## src/rtl/evm_pkg.sv

```systemverilog
// Shared types and helpers for the ballot controller slice.
package evm_pkg;

    // Controller states.
    typedef enum logic [2:0] {
        StIdle   = 3'd0,
        StArmed  = 3'd1,
        StGrant  = 3'd2,
        StHold   = 3'd3,
        StClosed = 3'd4
    } ballot_state_e;

    // Default number of candidate request lines.
    localparam int unsigned NUM_CAND_DEF = 4;
    // Default statistics counter width.
    localparam int unsigned CNT_W_DEF    = 8;
    // Widest request vector the hot classifier accepts; NUM_CAND must not exceed this.
    localparam int unsigned MAX_CAND     = 16;

    // Classification of a request vector.
    typedef enum logic [1:0] {
        HotNone  = 2'd0,
        HotOne   = 2'd1,
        HotMulti = 2'd2
    } hot_e;

    // Clearing the lowest set bit leaves a non-zero value only if two or more bits were set.
    function automatic hot_e hot_class(input logic [MAX_CAND-1:0] vec);
        hot_e cls;
        if (vec == '0) begin
            cls = HotNone;
        end else if ((vec & (vec - MAX_CAND'(1))) != '0) begin
            cls = HotMulti;
        end else begin
            cls = HotOne;
        end
        return cls;
    endfunction

endpackage

```

## src/rtl/evm_sat_counter.sv

```systemverilog
// Enable-driven saturating counter; holds at all-ones instead of wrapping.
module evm_sat_counter
    import evm_pkg::*;
#(
    parameter int unsigned CNT_W = CNT_W_DEF
) (
    input  logic             i_clock,
    input  logic             i_reset,
    input  logic             i_en,
    output logic [CNT_W-1:0] o_count
);

    localparam logic [CNT_W-1:0] CntOne = CNT_W'(1);

    logic [CNT_W-1:0] r_count;

    // Count enabled events, stopping at the maximum value.
    always_ff @(posedge i_clock or negedge i_reset) begin
        if (!i_reset) begin
            r_count <= '0;
        end else if (i_en && (r_count != '1)) begin
            r_count <= r_count + CntOne;
        end
    end

    assign o_count = r_count;

endmodule

```

## src/rtl/ballot_controller.sv

```systemverilog
// Presiding-officer ballot sequencer: arms one ballot, accepts one unambiguous press,
// issues a one-cycle one-hot grant, then holds a confirm window.
// Optional macro BALLOT_SPOIL_COUNT_EN builds the spoiled-ballot counter; without it
// o_spoiled_count reads 0 but multi-press ballots are still voided.
module ballot_controller
    import evm_pkg::*;
#(
    parameter int unsigned NUM_CAND       = NUM_CAND_DEF,
    parameter int unsigned TIMEOUT_CYCLES = 1000,
    parameter int unsigned HOLD_CYCLES    = 10,
    parameter int unsigned CNT_W          = CNT_W_DEF
) (
    input  logic                i_clock,
    input  logic                i_reset,
    input  logic                i_mode,
    input  logic                i_arm,
    input  logic                i_close_poll,
    input  logic [NUM_CAND-1:0] i_vote_req,
    output logic [NUM_CAND-1:0] o_vote_grant,
    output logic                o_ballot_armed,
    output logic                o_confirm,
    output logic                o_poll_closed,
    output logic [CNT_W-1:0]    o_ballot_count,
    output logic [CNT_W-1:0]    o_timeout_count,
    output logic [CNT_W-1:0]    o_spoiled_count
);

    // One timer serves both the armed wait and the hold window.
    localparam int unsigned TmrMax =
        (TIMEOUT_CYCLES > HOLD_CYCLES) ? TIMEOUT_CYCLES : HOLD_CYCLES;
    localparam int unsigned TmrW   = $clog2(TmrMax + 1);

    localparam logic [TmrW-1:0] TmrOne     = TmrW'(1);
    localparam logic [TmrW-1:0] TimeoutEnd = TmrW'(TIMEOUT_CYCLES - 1);
    localparam logic [TmrW-1:0] HoldEnd    = TmrW'(HOLD_CYCLES - 1);

    ballot_state_e       r_state;
    ballot_state_e       w_state_next;
    logic [TmrW-1:0]     r_timer;
    logic [TmrW-1:0]     w_timer_next;
    logic [NUM_CAND-1:0] r_vote_grant;
    logic [NUM_CAND-1:0] w_grant_next;
    logic                r_armed;
    logic                r_confirm;
    logic                r_closed;
    logic                w_inc_ballot;
    logic                w_inc_timeout;
`ifdef BALLOT_SPOIL_COUNT_EN
    logic                w_inc_spoil;
`endif
    hot_e                w_req_class;

    assign w_req_class = hot_class(MAX_CAND'(i_vote_req));

    // Next-state and counter-event decode.
    always_comb begin
        w_state_next  = r_state;
        w_timer_next  = r_timer;
        w_grant_next  = '0;
        w_inc_ballot  = 1'b0;
        w_inc_timeout = 1'b0;
`ifdef BALLOT_SPOIL_COUNT_EN
        w_inc_spoil   = 1'b0;
`endif
        unique case (r_state)
            StIdle: begin
                if (i_close_poll) begin
                    w_state_next = StClosed;
                end else if (i_arm && !i_mode) begin
                    w_state_next = StArmed;
                    w_timer_next = '0;
                end
            end
            StArmed: begin
                // Switching to results display voids the ballot silently.
                if (i_mode) begin
                    w_state_next = StIdle;
                end else if (w_req_class == HotMulti) begin
                    w_state_next = StIdle;
`ifdef BALLOT_SPOIL_COUNT_EN
                    w_inc_spoil  = 1'b1;
`endif
                end else if (w_req_class == HotOne) begin
                    // A press in the expiry cycle wins because it is checked first.
                    w_state_next = StGrant;
                    w_grant_next = i_vote_req;
                    w_inc_ballot = 1'b1;
                end else if (r_timer == TimeoutEnd) begin
                    w_state_next  = StIdle;
                    w_inc_timeout = 1'b1;
                end else begin
                    w_timer_next = r_timer + TmrOne;
                end
            end
            StGrant: begin
                w_state_next = StHold;
                w_timer_next = '0;
            end
            StHold: begin
                if (r_timer == HoldEnd) begin
                    w_state_next = StIdle;
                end else begin
                    w_timer_next = r_timer + TmrOne;
                end
            end
            StClosed: begin
                w_state_next = StClosed;
            end
            default: begin
                w_state_next = StIdle;
                w_timer_next = '0;
            end
        endcase
    end

    // State, timer and registered outputs, all derived from the next state.
    always_ff @(posedge i_clock or negedge i_reset) begin
        if (!i_reset) begin
            r_state      <= StIdle;
            r_timer      <= '0;
            r_vote_grant <= '0;
            r_armed      <= 1'b0;
            r_confirm    <= 1'b0;
            r_closed     <= 1'b0;
        end else begin
            r_state      <= w_state_next;
            r_timer      <= w_timer_next;
            r_vote_grant <= w_grant_next;
            r_armed      <= (w_state_next == StArmed);
            r_confirm    <= (w_state_next == StHold);
            r_closed     <= (w_state_next == StClosed);
        end
    end

    evm_sat_counter #(
        .CNT_W (CNT_W)
    ) u_ballot_cnt (
        .i_clock (i_clock),
        .i_reset (i_reset),
        .i_en    (w_inc_ballot),
        .o_count (o_ballot_count)
    );

    evm_sat_counter #(
        .CNT_W (CNT_W)
    ) u_timeout_cnt (
        .i_clock (i_clock),
        .i_reset (i_reset),
        .i_en    (w_inc_timeout),
        .o_count (o_timeout_count)
    );

`ifdef BALLOT_SPOIL_COUNT_EN
    evm_sat_counter #(
        .CNT_W (CNT_W)
    ) u_spoiled_cnt (
        .i_clock (i_clock),
        .i_reset (i_reset),
        .i_en    (w_inc_spoil),
        .o_count (o_spoiled_count)
    );
`else
    assign o_spoiled_count = '0;
`endif

    assign o_vote_grant   = r_vote_grant;
    assign o_ballot_armed = r_armed;
    assign o_confirm      = r_confirm;
    assign o_poll_closed  = r_closed;

endmodule

```

## config.mk

```make
export PLATFORM = sky130hd
export DESIGN_NAME = ballot_controller
export DESIGN_NICKNAME = d
export VERILOG_FILES = /design/src/rtl/evm_pkg.sv /design/src/rtl/evm_sat_counter.sv /design/src/rtl/ballot_controller.sv
export SDC_FILE = /design/constraint.sdc
export NUM_CORES = 1
export LEC_CHECK = 0
export CORE_ASPECT_RATIO = 0.8
export CORE_MARGIN = 3
export CORE_UTILIZATION = 46
export DETAILED_ROUTE_END_ITERATION = 10
export PLACE_DENSITY = 0.75
export SLEW_MARGIN = 40
export SYNTH_ARGS = -nofsm -noshare
export SYNTH_HDL_FRONTEND = slang
export SYNTH_HIERARCHICAL = 1
export SYNTH_SLANG_ARGS = --single-unit
export TNS_END_PERCENT = 1
```

## constraint.sdc

```tcl
create_clock -name i_clock -period 2.6 [get_ports i_clock]
set_clock_uncertainty 0.1 [all_clocks]
set_input_delay 0.52 -clock i_clock [delete_from_list [all_inputs] [get_ports i_clock]]
set_output_delay 0.52 -clock i_clock [all_outputs]
set_load 0.01 [all_outputs]
```

==> results of run 1 <==
metrics by stage:
step / total power (uW) / area [um^2] / setup TNS [ns]
after global routing: 1280 / 2560 / 0
after CTS: 1240 / 2560 / 0
after detailed placement: 709 / 2430 / -0.676
after global placement: 701 / 2430 / -0.429
final: 1230 / 2560 / 0
after floorplan: 663 / 2020 / 0
final timing paths:
| kind | end | slack (ns) | cells after the start |
|---|---|---|---|
| min in group asynchronous | r_timer[4] | 0.55 | 2 |
| setup reg to reg | r_timer[8] | 0.26 | 7 |
| hold reg to reg | u_timeout_cnt/o_count[0] | 0.43 | 1 |
| hold / removal | u_timeout_cnt/o_count[0] | 0.43 | 1 |
| max in group asynchronous | u_ballot_cnt/o_count[6] | 1.52 | 2 |
| setup / recovery | r_timer[8] | 0.19 | 6 |
power groups by stage:
| stage | clock network (uW) | registers (uW) | logic (uW) |
|---|---|---|---|
| final | 531 | 608 | 90.8 |
| after global routing | 568 | 610 | 105 |
| after CTS | 542 | 606 | 91.9 |
| after detailed placement | 0 | 617 | 91.9 |
| after global placement | 0 | 615 | 85.5 |
| after floorplan | 0 | 612 | 51.7 |
synthesized netlist by cell type, drive strengths merged:
library cell	n
ha	4
nand4b	1
inv	6
a22oi	1
o31ai	6
xor2	2
and3	8
clkbuf	2
nor4	1
or3	1
nor3	5
nand3b	3
nand2	13
or4b	2
nand2b	2
and2	1
conb	1
xnor2	2
o21a	5
nor2b	2
nor3b	2
a21oi	5
a41oi	4
dfrtp	36
nand4	2
a31o	1
nor4b	2
a31oi	6
o21ai	11
and4	4
or4	2
o41ai	1
buf	10
maj3	1
mux2	4
a21boi	2
nor2	14
nand3	15
o211ai	2
a311oi	2
cells by family after synthesis:
family	count (synthesis)	synth area share [%]
AO/OA/AOI/OAI	46	18.3
XOR/XNOR	4	1.75
other	1	0.188
multiplexers	4	2.63
AND/OR/NAND/NOR	80	23.7
adder cells (fa/ha/maj)	5	3.01
buffers and inverters	18	5.33
flip-flops	36	45.1
registers in the layout, summed over array words and instances, names as in the netlist:
signal and cells:
o_ballot_armed 1, o_confirm 1, o_vote_grant 4, u_timeout_cnt/o_count 8, o_poll_closed 1, u_ballot_cnt/o_count 8
r_timer 10, r_state 3
layout make-up:
class                   instances  area (um^2)  area share [%]
clock buffers                   7         96.3            3.77
clock inverters                 1         30.0            1.17
inverters                       6         22.5           0.881
multi-input cells             147         1020            39.7
flip-flops and latches         36          901            35.2
well taps                      55         68.8            2.69
repair buffers                 46          423            16.5
layer usage:
| metal | vias to the layer above | wire (um) | track usage (%) |
|---|---|---|---|
| met5 | - | 0 | 0 |
| met2 | 58 | 1840 | 27.1 |
| met3 | 4 | 201 | 4.58 |
| met1 | 801 | 2080 | 25.6 |
| li1 | 808 | - | - |
| met4 | 0 | 38 | 4.94 |
==> results.json, run 1 <==
{
  "drc": 0,
  "rows": 20,
  "cts_setup_buffers": 0,
  "outcome": "complete, no violations",
  "cts_buffer_depth": 2,
  "yosysTopAreaCell": "dfrtp_1",
  "arrival_ns": 2.51,
  "via_per_inst": 5.61,
  "clk-insertion-delay-late_ns": 0.28,
  "cts.sinks": 36,
  "crit_required_ns": 2.70,
  "cts_resized": 0,
  "synth_cell_type_count": 49,
  "layout.cells.non_filler": 298,
  "netlist.area_leader.share_pct": 45.1,
  "dr.first_iter.drc_count": 81,
  "vias": 1671,
  "ioPinCount": 40,
  "clk_pin_slew_worst_paths_ns": 0.07,
  "slew_viol_final": 0,
  "power.density_mw_per_mm2": 481,
  "syn_inst": 194,
  "fin_hold_ws_ns": 0.426,
  "path_class": "in2reg",
  "timing.final.crit_share_pct": 92.7,
  "avgRoutedWirePerCell_um": 14.0,
  "place_ws_ns": -0.111,
  "path_cells": "clkdlybuf4s50_1 -> or4_4 -> nor2_2 -> o31ai_2 -> or3_1 -> o31ai_2",
  "startpoint": "i_vote_req[1]",
  "slowest_stage": "or4_4",
  "post-dp-hpwl_um": 2970,
  "mostFrequentLayoutCells": "dfrtp_1 (36), clkdlybuf4s50_1 (31), buf_4 (15)",
  "synth_seq_cells": 36,
  "cts_made_buffers": 5,
  "antenna_found_initial": 0,
  "synth_area_per_cell_um2": 10.3,
  "hold_class": "reg2reg",
  "start_util_pct": 50.2,
  "hold_buffers": 0,
  "p_switching_uw": 267,
  "track_usage_pct": 18.0,
  "htree_levels": 2,
  "grt_overflow": 0,
  "startpoint_type": "primary input",
  "p_seq_share_pct": 49.4,
  "cts_tree": "done",
  "drt-total-wl_um": 4160,
  "path_max_fanout": 6,
  "dieArea_mm2": 0.00517,
  "n_fill_cell": 321,
  "hold_viol": 0,
  "firstDrtPassIters": 5,
  "power.share.combinational_pct": 7.4,
  "fp.dieW_um": 79.7,
  "cp.buffers_inverters": 1,
  "rsz0062_at_grt": "false",
  "synth_area_leaders": "dfrtp_1 (45%), o31ai_2 (3.8%), nand3_1 (3.3%), buf_4 (3.0%), ha_1 (2.5%)",
  "fmax_mhz": 415,
  "areaGrowthSynthToFinish_pct": 28.1,
  "p_leak_uw": 0.00113,
  "yosysSeqAreaShare_pct": 45.1,
  "core-area_mm2": 0.00398,
  "drive_gt1_share_pct": 18.5,
  "num_antenna_cells": 0,
  "hold_start": "u_timeout_cnt/o_count[0]",
  "globalplace.congestion": 0.842,
  "peakVddDrop_mv": 0.390,
  "power_frac_clock_pct": 43.2,
  "grt_pass1_vias": 1580,
  "placed_cells": 290,
  "grt_max_degree": 37,
  "setup_violations": 0,
  "mostFrequentLayoutCell": "dfrtp_1",
  "grt_pass1_wl_um": 7310,
  "cpMostUsedCell": "o31ai_2",
  "ant_nets": 0,
  "period_needed_ns": 2.41,
  "finish.utilization_pct": 64.3,
  "die-height_um": 64.9,
  "r2r-start": "r_timer[1]",
  "synth_warnings": 6,
  "synth.cell_area_mm2": 0.00200,
  "nNetsFinal": 255,
  "end_kind": "register",
  "cp_top_family": "simple AND/OR/NAND/NOR gates",
  "power.internal_uw": 962,
  "switching_share_pct": 21.7,
  "cap_violations": 0,
  "slowest_delay_ns": 0.55,
  "port_buffers": 31,
  "clockRootBuffer": "clkbuf_8",
  "fin_ws_ns": 0.190
}
(Power assumes the default switching activity.)
==> run 2, diff against run 1 <==
Settings changed: CORE_UTILIZATION 46 to 51, PLACE_DENSITY 0.75 to 0.79, SLEW_MARGIN 40 to 20.
Clock period 2.6 ns to 2.5 ns, I/O delays scaled along.
==> results.json, run 2 (same netlist as run 1, synthesis figures left out) <==
{
  "outcome": "complete, no violations",
  "slew_viol_final": 0,
  "path_class": "in2reg",
  "clk_pin_slew_worst_paths_ns": 0.07,
  "dr.first_iter.drc_count": 127,
  "hold_viol": 0,
  "clockRootBuffer": "clkbuf_8",
  "startpoint_type": "primary input",
  "rsz0062_at_grt": "false",
  "fin_hold_ws_ns": 0.423,
  "path_cells": "clkdlybuf4s50_1 -> maj3_1 -> nor2_2 -> o21a_1 -> nand2_1 -> inv_1 -> and4_4 -> nand3_2 -> mux2_4",
  "timing.final.crit_share_pct": 95.3,
  "crit_required_ns": 2.57,
  "startpoint": "i_vote_req[1]",
  "arrival_ns": 2.46,
  "globalplace.congestion": 0.880,
  "slowest_delay_ns": 0.49,
  "ff2ff_path_depth": 6,
  "p_total_uw": 1090,
  "setup-tns-final_ns": 0,
  "areaGrowthSynthToFinish_pct": 27.9,
  "grt_overflow": 0,
  "antenna_found_initial": 0,
  "drive_gt1_share_pct": 20.7,
  "mostFrequentLayoutCell": "dfrtp_1",
  "cts_setup_buffers": 0,
  "firstDrtPassIters": 4,
  "cp.depth": 9,
  "multi_input_area_mm2": 0.00103,
  "rows": 19,
  "largest_register_ffs": 10,
  "num_antenna_cells": 0,
  "track_usage_pct": 20.3,
  "start_util_pct": 55.6,
  "hold_buffers": 0,
  "ant_nets": 0,
  "hold_class": "reg2reg",
  "nNetsFinal": 261,
  "ioPinCount": 40,
  "cp.buffers_inverters": 2,
  "seq_area_um2": 901,
  "period_needed_ns": 2.38,
  "via_per_inst": 5.86,
  "fmax_mhz": 420,
  "grt_pass1_vias": 1696,
  "cp_top_family": "buffers and inverters",
  "drt-total-wl_um": 4540,
  "p_seq_share_pct": 57.9,
  "crit_end": "u_ballot_cnt/o_count[5]",
  "hold_depth": 1,
  "power_frac_clock_pct": 33.4,
  "vias": 1746,
  "mostFrequentLayoutCells": "dfrtp_1 (36), clkdlybuf4s50_1 (31), buf_4 (21), nand2_1 (13), nand3_1 (13)",
  "fp.dieW_um": 76.0,
  "slowest_stage": "clkdlybuf4s50_1",
  "n_fill_cell": 262,
  "cts_tree": "done",
  "p_switching_uw": 261,
  "grt_pass1_wl_um": 7500,
  "post-dp-hpwl_um": 3370,
  "finish.utilization_pct": 71.2,
  "cts.sinks": 36,
  "cap_violations": 0,
  "switching_share_pct": 23.9,
  "fin_ws_ns": 0.118,
  "r2r-end": "r_timer[8]",
  "path_max_fanout": 5,
  "setup_violations": 0,
  "drc": 0,
  "grt_max_degree": 37,
  "peakVddDrop_mv": 0.319,
  "power.density_mw_per_mm2": 427,
  "power.share.combinational_pct": 8.7,
  "clk-insertion-delay-late_ns": 0.29,
  "core-area_mm2": 0.00359,
  "p_leak_uw": 0.00114,
  "cts_resized": 0,
  "end_kind": "register",
  "r2r-start": "r_timer[0]",
  "die-height_um": 62.0,
  "avgRoutedWirePerCell_um": 15.2,
  "dieArea_mm2": 0.00471,
  "r2r_setup_slack_ns": 0.35,
  "place_ws_ns": -0.225,
  "cts_made_buffers": 5,
  "htree_levels": 2,
  "top_register": "r_timer",
  "cts_buffer_depth": 2,
  "power.internal_uw": 829,
  "port_buffers": 31
}
[run 2: cell type report]
type | instances | area share (%)
Clock buffer | 5 | 2.69
Inverter | 6 | 0.881
Multi-Input combinational cell | 147 | 40.3
Sequential cell | 36 | 35.3
Tap cell | 52 | 2.55
Timing Repair Buffer | 52 | 18.3
[run 2: through the flow]
step                instance area [um^2]  instances
finish                              2550        298
detailed placement                  2470        293
floorplan                           2020        201
CTS                                 2540        298
global placement                    2470        293
global route                        2550        298
[run 2: how the worst min path moves through the flow]
stage	startpoint	endpoint	slack (ns)
finish	r_timer[9]	r_timer[9]	0.42
global placement	r_timer[9]	r_timer[9]	0.40
detailed placement	r_timer[9]	r_timer[9]	0.40
floorplan	i_reset	o_ballot_armed	0.10
global route	r_timer[9]	r_timer[9]	0.43
CTS	r_timer[9]	r_timer[9]	0.42
[run 2: routing by layer]
layer,up-vias,GRT usage (%),part of all wire (%)
met2,77,36.2,48
met3,13,6.48,7.0
met4,0,9.04,2.0
met1,843,23.3,42
li1,813,-,-
met5,-,0,0
[run 2: power by group through the flow]
| stage | Sequential (uW) | Combinational [uW] | Clock (uW) |
|---|---|---|---|
| floorplan | 636 | 53.7 | 0 |
| global placement | 640 | 90.1 | 0 |
| detailed placement | 642 | 94.1 | 0 |
| CTS | 631 | 94.0 | 376 |
| global route | 635 | 106 | 400 |
| finish | 631 | 94.5 | 364 |
